===== src/rtl/alu_rs.sv =====
`default_nettype none
// ============================================================================
// Module   : alu_rs
// Purpose  : Reservation station feeding the integer ALU. Holds dispatched
//            instructions until both operands are available (captured from
//            dispatch or snooped off two result broadcast buses), then issues
//            the lowest-index ready entry with a registered payload.
// Ports    : clk, rst (async active-low), rdy (global enable), flush
//            disp_*  : dispatch request and instruction fields
//            cdb0_* / cdb1_* : result broadcast buses (cdb0 has priority)
//            rs_full : all entries busy (combinational)
//            RS_sgn, RS_opcode, lhs, rhs, imm, pc, ROB_entry : issue payload
// Revision : 1.0  initial release
// ============================================================================
module alu_rs #(
   parameter int RS_SIZE = 8,
   parameter int TAG_W   = 4
) (
   input  logic             clk,
   input  logic             rst,
   input  logic             rdy,
   input  logic             flush,
   input  logic             disp_sgn,
   input  logic [5:0]       disp_opcode,
   input  logic [31:0]      disp_Vj,
   input  logic [31:0]      disp_Vk,
   input  logic             disp_Qj_vld,
   input  logic             disp_Qk_vld,
   input  logic [TAG_W-1:0] disp_Qj,
   input  logic [TAG_W-1:0] disp_Qk,
   input  logic [31:0]      disp_imm,
   input  logic [31:0]      disp_pc,
   input  logic [TAG_W-1:0] disp_rob,
   input  logic             cdb0_sgn,
   input  logic [TAG_W-1:0] cdb0_tag,
   input  logic [31:0]      cdb0_val,
   input  logic             cdb1_sgn,
   input  logic [TAG_W-1:0] cdb1_tag,
   input  logic [31:0]      cdb1_val,
   output logic             rs_full,
   output logic             RS_sgn,
   output logic [5:0]       RS_opcode,
   output logic [31:0]      lhs,
   output logic [31:0]      rhs,
   output logic [31:0]      imm,
   output logic [31:0]      pc,
   output logic [TAG_W-1:0] ROB_entry
);

   localparam int C_IDX_W = (RS_SIZE > 1) ? $clog2(RS_SIZE) : 1;

   // ---------------------------------------------------------------- entries
   logic [RS_SIZE-1:0] busy_q,   busy_d;
   logic [RS_SIZE-1:0] qj_vld_q, qj_vld_d;
   logic [RS_SIZE-1:0] qk_vld_q, qk_vld_d;
   logic [5:0]         op_q  [RS_SIZE];
   logic [5:0]         op_d  [RS_SIZE];
   logic [31:0]        vj_q  [RS_SIZE];
   logic [31:0]        vj_d  [RS_SIZE];
   logic [31:0]        vk_q  [RS_SIZE];
   logic [31:0]        vk_d  [RS_SIZE];
   logic [TAG_W-1:0]   qj_q  [RS_SIZE];
   logic [TAG_W-1:0]   qj_d  [RS_SIZE];
   logic [TAG_W-1:0]   qk_q  [RS_SIZE];
   logic [TAG_W-1:0]   qk_d  [RS_SIZE];
   logic [31:0]        imm_q [RS_SIZE];
   logic [31:0]        imm_d [RS_SIZE];
   logic [31:0]        pc_q  [RS_SIZE];
   logic [31:0]        pc_d  [RS_SIZE];
   logic [TAG_W-1:0]   rob_q [RS_SIZE];
   logic [TAG_W-1:0]   rob_d [RS_SIZE];

   // ---------------------------------------------------------- issue payload
   logic             rs_sgn_q,    rs_sgn_d;
   logic [5:0]       rs_op_q,     rs_op_d;
   logic [31:0]      lhs_q,       lhs_d;
   logic [31:0]      rhs_q,       rhs_d;
   logic [31:0]      out_imm_q,   out_imm_d;
   logic [31:0]      out_pc_q,    out_pc_d;
   logic [TAG_W-1:0] rob_entry_q, rob_entry_d;

   // ------------------------------------------------------ select helpers
   logic [RS_SIZE-1:0] w_ready;
   logic               w_free_found;
   logic [C_IDX_W-1:0] w_free_idx;
   logic               w_sel_found;
   logic [C_IDX_W-1:0] w_sel_idx;

   assign rs_full = &busy_q;
   assign w_ready = busy_q & ~qj_vld_q & ~qk_vld_q;

   always_comb begin
      w_free_found = 1'b0;
      w_free_idx   = '0;
      w_sel_found  = 1'b0;
      w_sel_idx    = '0;
      for (int i = 0; i < RS_SIZE; i++) begin
         if (!busy_q[i] && !w_free_found) begin
            w_free_found = 1'b1;
            w_free_idx   = C_IDX_W'(i);
         end
         if (w_ready[i] && !w_sel_found) begin
            w_sel_found = 1'b1;
            w_sel_idx   = C_IDX_W'(i);
         end
      end
   end

   // -------------------------------------------------------- next state
   always_comb begin
      busy_d      = busy_q;
      qj_vld_d    = qj_vld_q;
      qk_vld_d    = qk_vld_q;
      op_d        = op_q;
      vj_d        = vj_q;
      vk_d        = vk_q;
      qj_d        = qj_q;
      qk_d        = qk_q;
      imm_d       = imm_q;
      pc_d        = pc_q;
      rob_d       = rob_q;
      rs_sgn_d    = rs_sgn_q;
      rs_op_d     = rs_op_q;
      lhs_d       = lhs_q;
      rhs_d       = rhs_q;
      out_imm_d   = out_imm_q;
      out_pc_d    = out_pc_q;
      rob_entry_d = rob_entry_q;

      if (rdy) begin
         if (flush) begin
            busy_d   = '0;
            rs_sgn_d = 1'b0;
         end else begin
            // Snoop both buses; cdb0 is checked first so it wins a tag tie.
            for (int i = 0; i < RS_SIZE; i++) begin
               if (busy_q[i] && qj_vld_q[i]) begin
                  if (cdb0_sgn && cdb0_tag == qj_q[i]) begin
                     vj_d[i]     = cdb0_val;
                     qj_vld_d[i] = 1'b0;
                  end else if (cdb1_sgn && cdb1_tag == qj_q[i]) begin
                     vj_d[i]     = cdb1_val;
                     qj_vld_d[i] = 1'b0;
                  end
               end
               if (busy_q[i] && qk_vld_q[i]) begin
                  if (cdb0_sgn && cdb0_tag == qk_q[i]) begin
                     vk_d[i]     = cdb0_val;
                     qk_vld_d[i] = 1'b0;
                  end else if (cdb1_sgn && cdb1_tag == qk_q[i]) begin
                     vk_d[i]     = cdb1_val;
                     qk_vld_d[i] = 1'b0;
                  end
               end
            end

            // Issue from pre-edge state; payload holds when nothing is ready.
            rs_sgn_d = w_sel_found;
            if (w_sel_found) begin
               rs_op_d           = op_q[w_sel_idx];
               lhs_d             = vj_q[w_sel_idx];
               rhs_d             = vk_q[w_sel_idx];
               out_imm_d         = imm_q[w_sel_idx];
               out_pc_d          = pc_q[w_sel_idx];
               rob_entry_d       = rob_q[w_sel_idx];
               busy_d[w_sel_idx] = 1'b0;
            end

            // Dispatch into the lowest free slot (never the issuing slot,
            // since that one is busy in pre-edge state).
            if (disp_sgn && !rs_full) begin
               busy_d[w_free_idx] = 1'b1;
               op_d[w_free_idx]   = disp_opcode;
               imm_d[w_free_idx]  = disp_imm;
               pc_d[w_free_idx]   = disp_pc;
               rob_d[w_free_idx]  = disp_rob;
               qj_d[w_free_idx]   = disp_Qj;
               qk_d[w_free_idx]   = disp_Qk;
               vj_d[w_free_idx]     = disp_Vj;
               qj_vld_d[w_free_idx] = disp_Qj_vld;
               if (disp_Qj_vld) begin
                  if (cdb0_sgn && cdb0_tag == disp_Qj) begin
                     vj_d[w_free_idx]     = cdb0_val;
                     qj_vld_d[w_free_idx] = 1'b0;
                  end else if (cdb1_sgn && cdb1_tag == disp_Qj) begin
                     vj_d[w_free_idx]     = cdb1_val;
                     qj_vld_d[w_free_idx] = 1'b0;
                  end
               end
               vk_d[w_free_idx]     = disp_Vk;
               qk_vld_d[w_free_idx] = disp_Qk_vld;
               if (disp_Qk_vld) begin
                  if (cdb0_sgn && cdb0_tag == disp_Qk) begin
                     vk_d[w_free_idx]     = cdb0_val;
                     qk_vld_d[w_free_idx] = 1'b0;
                  end else if (cdb1_sgn && cdb1_tag == disp_Qk) begin
                     vk_d[w_free_idx]     = cdb1_val;
                     qk_vld_d[w_free_idx] = 1'b0;
                  end
               end
            end
         end
      end
   end

   // -------------------------------------------------------- registers
   always_ff @(posedge clk or negedge rst) begin
      if (!rst) begin
         busy_q      <= '0;
         qj_vld_q    <= '0;
         qk_vld_q    <= '0;
         for (int i = 0; i < RS_SIZE; i++) begin
            op_q[i]  <= '0;
            vj_q[i]  <= '0;
            vk_q[i]  <= '0;
            qj_q[i]  <= '0;
            qk_q[i]  <= '0;
            imm_q[i] <= '0;
            pc_q[i]  <= '0;
            rob_q[i] <= '0;
         end
         rs_sgn_q    <= 1'b0;
         rs_op_q     <= '0;
         lhs_q       <= '0;
         rhs_q       <= '0;
         out_imm_q   <= '0;
         out_pc_q    <= '0;
         rob_entry_q <= '0;
      end else begin
         busy_q      <= busy_d;
         qj_vld_q    <= qj_vld_d;
         qk_vld_q    <= qk_vld_d;
         op_q        <= op_d;
         vj_q        <= vj_d;
         vk_q        <= vk_d;
         qj_q        <= qj_d;
         qk_q        <= qk_d;
         imm_q       <= imm_d;
         pc_q        <= pc_d;
         rob_q       <= rob_d;
         rs_sgn_q    <= rs_sgn_d;
         rs_op_q     <= rs_op_d;
         lhs_q       <= lhs_d;
         rhs_q       <= rhs_d;
         out_imm_q   <= out_imm_d;
         out_pc_q    <= out_pc_d;
         rob_entry_q <= rob_entry_d;
      end
   end

   assign RS_sgn    = rs_sgn_q;
   assign RS_opcode = rs_op_q;
   assign lhs       = lhs_q;
   assign rhs       = rhs_q;
   assign imm       = out_imm_q;
   assign pc        = out_pc_q;
   assign ROB_entry = rob_entry_q;

endmodule
`default_nettype wire


===== config.mk =====
export PLATFORM = sky130hd
export DESIGN_NAME = alu_rs
export DESIGN_NICKNAME = d
export VERILOG_FILES = /design/src/rtl/alu_rs.sv
export SDC_FILE = /design/constraint.sdc
export NUM_CORES = 2
export LEC_CHECK = 0
export BUFFER_PORTS_ARGS = -buffer_cell sky130_fd_sc_hd__buf_2
export CELL_PAD_IN_SITES_DETAIL_PLACEMENT = 1
export CELL_PAD_IN_SITES_GLOBAL_PLACEMENT = 1
export CORE_UTILIZATION = 45
export CTS_BUF_LIST = sky130_fd_sc_hd__clkbuf_16
export DETAILED_ROUTE_END_ITERATION = 8
export GPL_TIMING_DRIVEN = 0
export PLACE_DENSITY = 0.79
export SETUP_SLACK_MARGIN = 0.02
export SKIP_LAST_GASP = 1
export SLEW_MARGIN = 20
export SYNTH_ARGS = -nofsm -noshare
export SYNTH_HDL_FRONTEND = slang
export SYNTH_SLANG_ARGS = --single-unit
export TNS_END_PERCENT = 20

===== constraint.sdc =====
create_clock -name clk -period 5.9 [get_ports clk]
set_input_delay 1.18 -clock clk [delete_from_list [all_inputs] [get_ports clk]]
set_output_delay 1.18 -clock clk [all_outputs]
set_load 0.01 [all_outputs]

==> results.sh <==
export IMPL_hold_path_class="in -> async"
export IMPL_hpwl_mm=340
export IMPL_drt_iter0_drc=12500
export IMPL_irDropWorstVdd_mv=0.318
export IMPL_p_seq_share_pct=44.1
export IMPL_fp_dieH_um=413
export IMPL_async_reset_ff_share_pct=100
export IMPL_antenna_found_initial=91
export IMPL_cpMostUsedCell="buf_2"
export IMPL_fin_skew_ns=0.0327
export IMPL_drive_above_1_share_pct=12.7
export IMPL_finalHoldViolCount=0
export IMPL_rrSetupSlack_ns=1.36
export IMPL_wl_met1_mm=173
export IMPL_fin_tns_setup_ns=0
export IMPL_dr_wl_met3_mm=65.4
export IMPL_grt_pass1_wl_mm=629
export IMPL_power_uw=26200
export IMPL_ys_flop_type="dfrtp_1"
export IMPL_clk_path_buf_depth=3
export IMPL_portBuffers=284
export IMPL_crit_arrival_ns=5.34
export IMPL_crit_path_max_incr_delay_ns=0.90
export IMPL_dpl_worst_slack_ns=0.813
export IMPL_via_count=81200
export IMPL_viasPerCell=7.27
export IMPL_reg2reg_depth=8
export IMPL_slew_headroom_pct=9.01
export IMPL_layout_setup_ws_ns=1.32
export IMPL_finalMaxSlewViolations=0
export IMPL_worstPathRequired_ns=6.66
export IMPL_grt_max_degree=140
export IMPL_routedWlPerCell_um=41.1
export IMPL_clk_pin_slew_ns=0.07
export IMPL_cts_resized=0
export IMPL_critPathSlowestCell="a21oi_1"
export IMPL_finalCriticalPeriod_ns=4.58
export IMPL_first_pass_iters=8
export IMPL_start_util_pct=45.4
export IMPL_area_delta_synth_final_pct=13.2
export IMPL_cts_setup_buffers=0
export IMPL_clkPwrFrac_pct=36.8
export IMPL_swShare_pct=33.6
export IMPL_r2r_start="busy_q[3]"
export IMPL_setup_violations=0
export IMPL_grt_pass1_vias=81200
export IMPL_synthCells=8312
export IMPL_critical_path_class="in -> reg"
export IMPL_p_sw_uw=8790
export IMPL_rsz0062_at_grt="false"
export IMPL_synth_cell_types=81
export IMPL_fin_crit_sh_pct=77.6
export IMPL_synth_edff_count=0
export IMPL_wl_met2_mm=188
export IMPL_gp_congestion=1.07
export IMPL_hold_buffers=0
export IMPL_critPathCaptureType="flip-flop"
export IMPL_core_area_um2=167000
export IMPL_clk_latency_ns=0.86
export IMPL_fmax_mhz=218
export IMPL_power_density_nw_per_um2=305
export IMPL_numClockSinks=1331
export IMPL_yosysWarnings=0
export IMPL_seq_area_frac_synth_pct=43.8
export IMPL_avgSynthCellArea_um2=9.14
export IMPL_dieArea_um2=170000
export IMPL_status="completed"
export IMPL_postLayoutCoreUtil_pct=51.4
export IMPL_grt_use_total_pct=52.4
export IMPL_syn_area_um2=76000
export IMPL_worst_setup_path_start_kind="primary input"
export IMPL_wirelength_mm=459
export IMPL_cts_tree="done"
export IMPL_fp_dieW_um=413
export IMPL_path_cells="buf_2 -> clkbuf_1 -> nand2_1 -> nor4_1 -> o211ai_1 -> a21oi_1 -> buf_2 -> buf_2 -> nor2_1 -> o22ai_1"
export IMPL_fin_nets=9015
export IMPL_ys_ff_latch=1331
export IMPL_comb_power_share_pct=19.0
export IMPL_numCtsBuffers=158
export IMPL_cap_violations=0
export IMPL_crit_fanout=10
export IMPL_cellLeakagePower_uw=0.0365
export IMPL_rows=150
export IMPL_cts_htree_levels=4
export IMPL_worst_slew_pin_slew_ns=1.36
export IMPL_io_pins=367
export IMPL_internal_power_uw=17400
export IMPL_cts_root_buf="clkbuf_16"
export IMPL_overflow=0
export IMPL_drc=0
export IMPL_rr_endpoint="vk_q[190]"
export IMPL_routed_top_layer="met5"
export IMPL_syn_nets=8539
export IMPL_ant_nets=0
synth_stat cells (133+ instances only):
cell type  count  area share [%]
a22oi_1      441             4.4
buf_2        183             1.2
clkbuf_1     643             3.2
dfrtp_1     1331              44
mux2_2       267             4.0
mux2i_1      733             9.7
nand2_1     2080              10
nand3_1      147            0.97
nor2_1       245             1.2
o211ai_1     294             2.9
o21ai_0      133            0.88
o21ai_1      148            0.98
o221ai_1     332             3.8
o22a_1       162             1.9
o22ai_1      410             3.4
cell usage in the layout, fill, tap and decap left out, drive strengths merged, types with 104 or more instances in the layout:
| cell type | synthesis | routed |
|---|---|---|
| a22oi | 441 | 441 |
| xor2 | 104 | 104 |
| o22ai | 410 | 410 |
| mux2i | 733 | 733 |
| clkbuf | 643 | 805 |
| nor2 | 246 | 246 |
| o21ai | 282 | 282 |
| nand3 | 147 | 147 |
| nand2 | 2082 | 2082 |
| buf | 295 | 608 |
| mux2 | 270 | 270 |
| o211ai | 295 | 295 |
| o22a | 162 | 162 |
| dfrtp | 1331 | 1331 |
| o221ai | 332 | 332 |
through the flow:
step | hold slack (ns) | area (µm²) | cells
2_1_floorplan | 0.445 | 76000 | 8312
3_3_place_gp | 0.457 | 80100 | 10800
3_5_place_dp | 0.462 | 81000 | 10800
4_1_cts | 0.233 | 85800 | 11100
5_1_grt | 0.258 | 85900 | 11100
6_report | 0.207 | 86000 | 11200
power groups by stage:
stage | Combinational, µW | Sequential, µW | Clock, µW
3_5_place_dp | 4720 | 11600 | 0
5_1_grt | 5190 | 11600 | 9860
3_3_place_gp | 4490 | 11600 | 0
4_1_cts | 4780 | 11500 | 9550
2_1_floorplan | 2490 | 11400 | 0
6_report | 4980 | 11600 | 9650
flip-flops by register name (all words and copies together) (netlist names):
signal     flops
RS_opcode      6
vj_q         256
RS_sgn         1
qj_q          32
qj_vld_q       8
imm_q        256
pc_q         256
qk_vld_q       8
imm           32
pc            32
rob_q         32
qk_q          32
busy_q         8
lhs           32
rhs           32
ROB_entry      4
vk_q         256
op_q          48
how the worst max path moves through the flow:
stage | from | to | slack, ns
after floorplan | cdb0_tag[2] | vj_q[243] | 2.78
after global placement | rst | imm_q[246] | -27.59
after detailed placement | cdb1_sgn | vj_q[254] | 0.81
after CTS | busy_q[0] | vj_q[228] | 1.54
after global routing | cdb0_sgn | vj_q[247] | 1.51
final | cdb0_sgn | vj_q[254] | 1.32
worst max-delay path: cells and delay by family:
family,cells,cell delay [ns]
buf+inv,4,1.66
compound gates,3,1.60
simple gates,3,0.88
routing by layer:
layer  GRT usage [%]  vias to the layer above
li1                -                    31200
met1            66.3                    41600
met5               0                        -
met4            32.2                       60
met2            73.2                     6583
met3            22.5                     1794
cells by family after synthesis:
| kind of cell | count (synthesis) | synth area share (%) |
|---|---|---|
| XOR/XNOR | 144 | 1.66 |
| multiplexers | 1003 | 13.7 |
| AND/OR/NAND/NOR | 2656 | 14.1 |
| AO/OA/AOI/OAI | 2216 | 21.4 |
| buffers and inverters | 962 | 5.35 |
| flip-flops | 1331 | 43.8 |
layout make-up:
type	count	area [µm²]
sequential	1331	33300
buffer	938	4040
tap	2204	2760
fill	19200	81400
inverter	24	90.1
clock buffer	159	3980
antenna	57	143
timing repair buffer	316	2130
multi-input combinational	6019	38700
clock inverter	124	833
No activity file was read; power rests on OpenSTA's default activity.
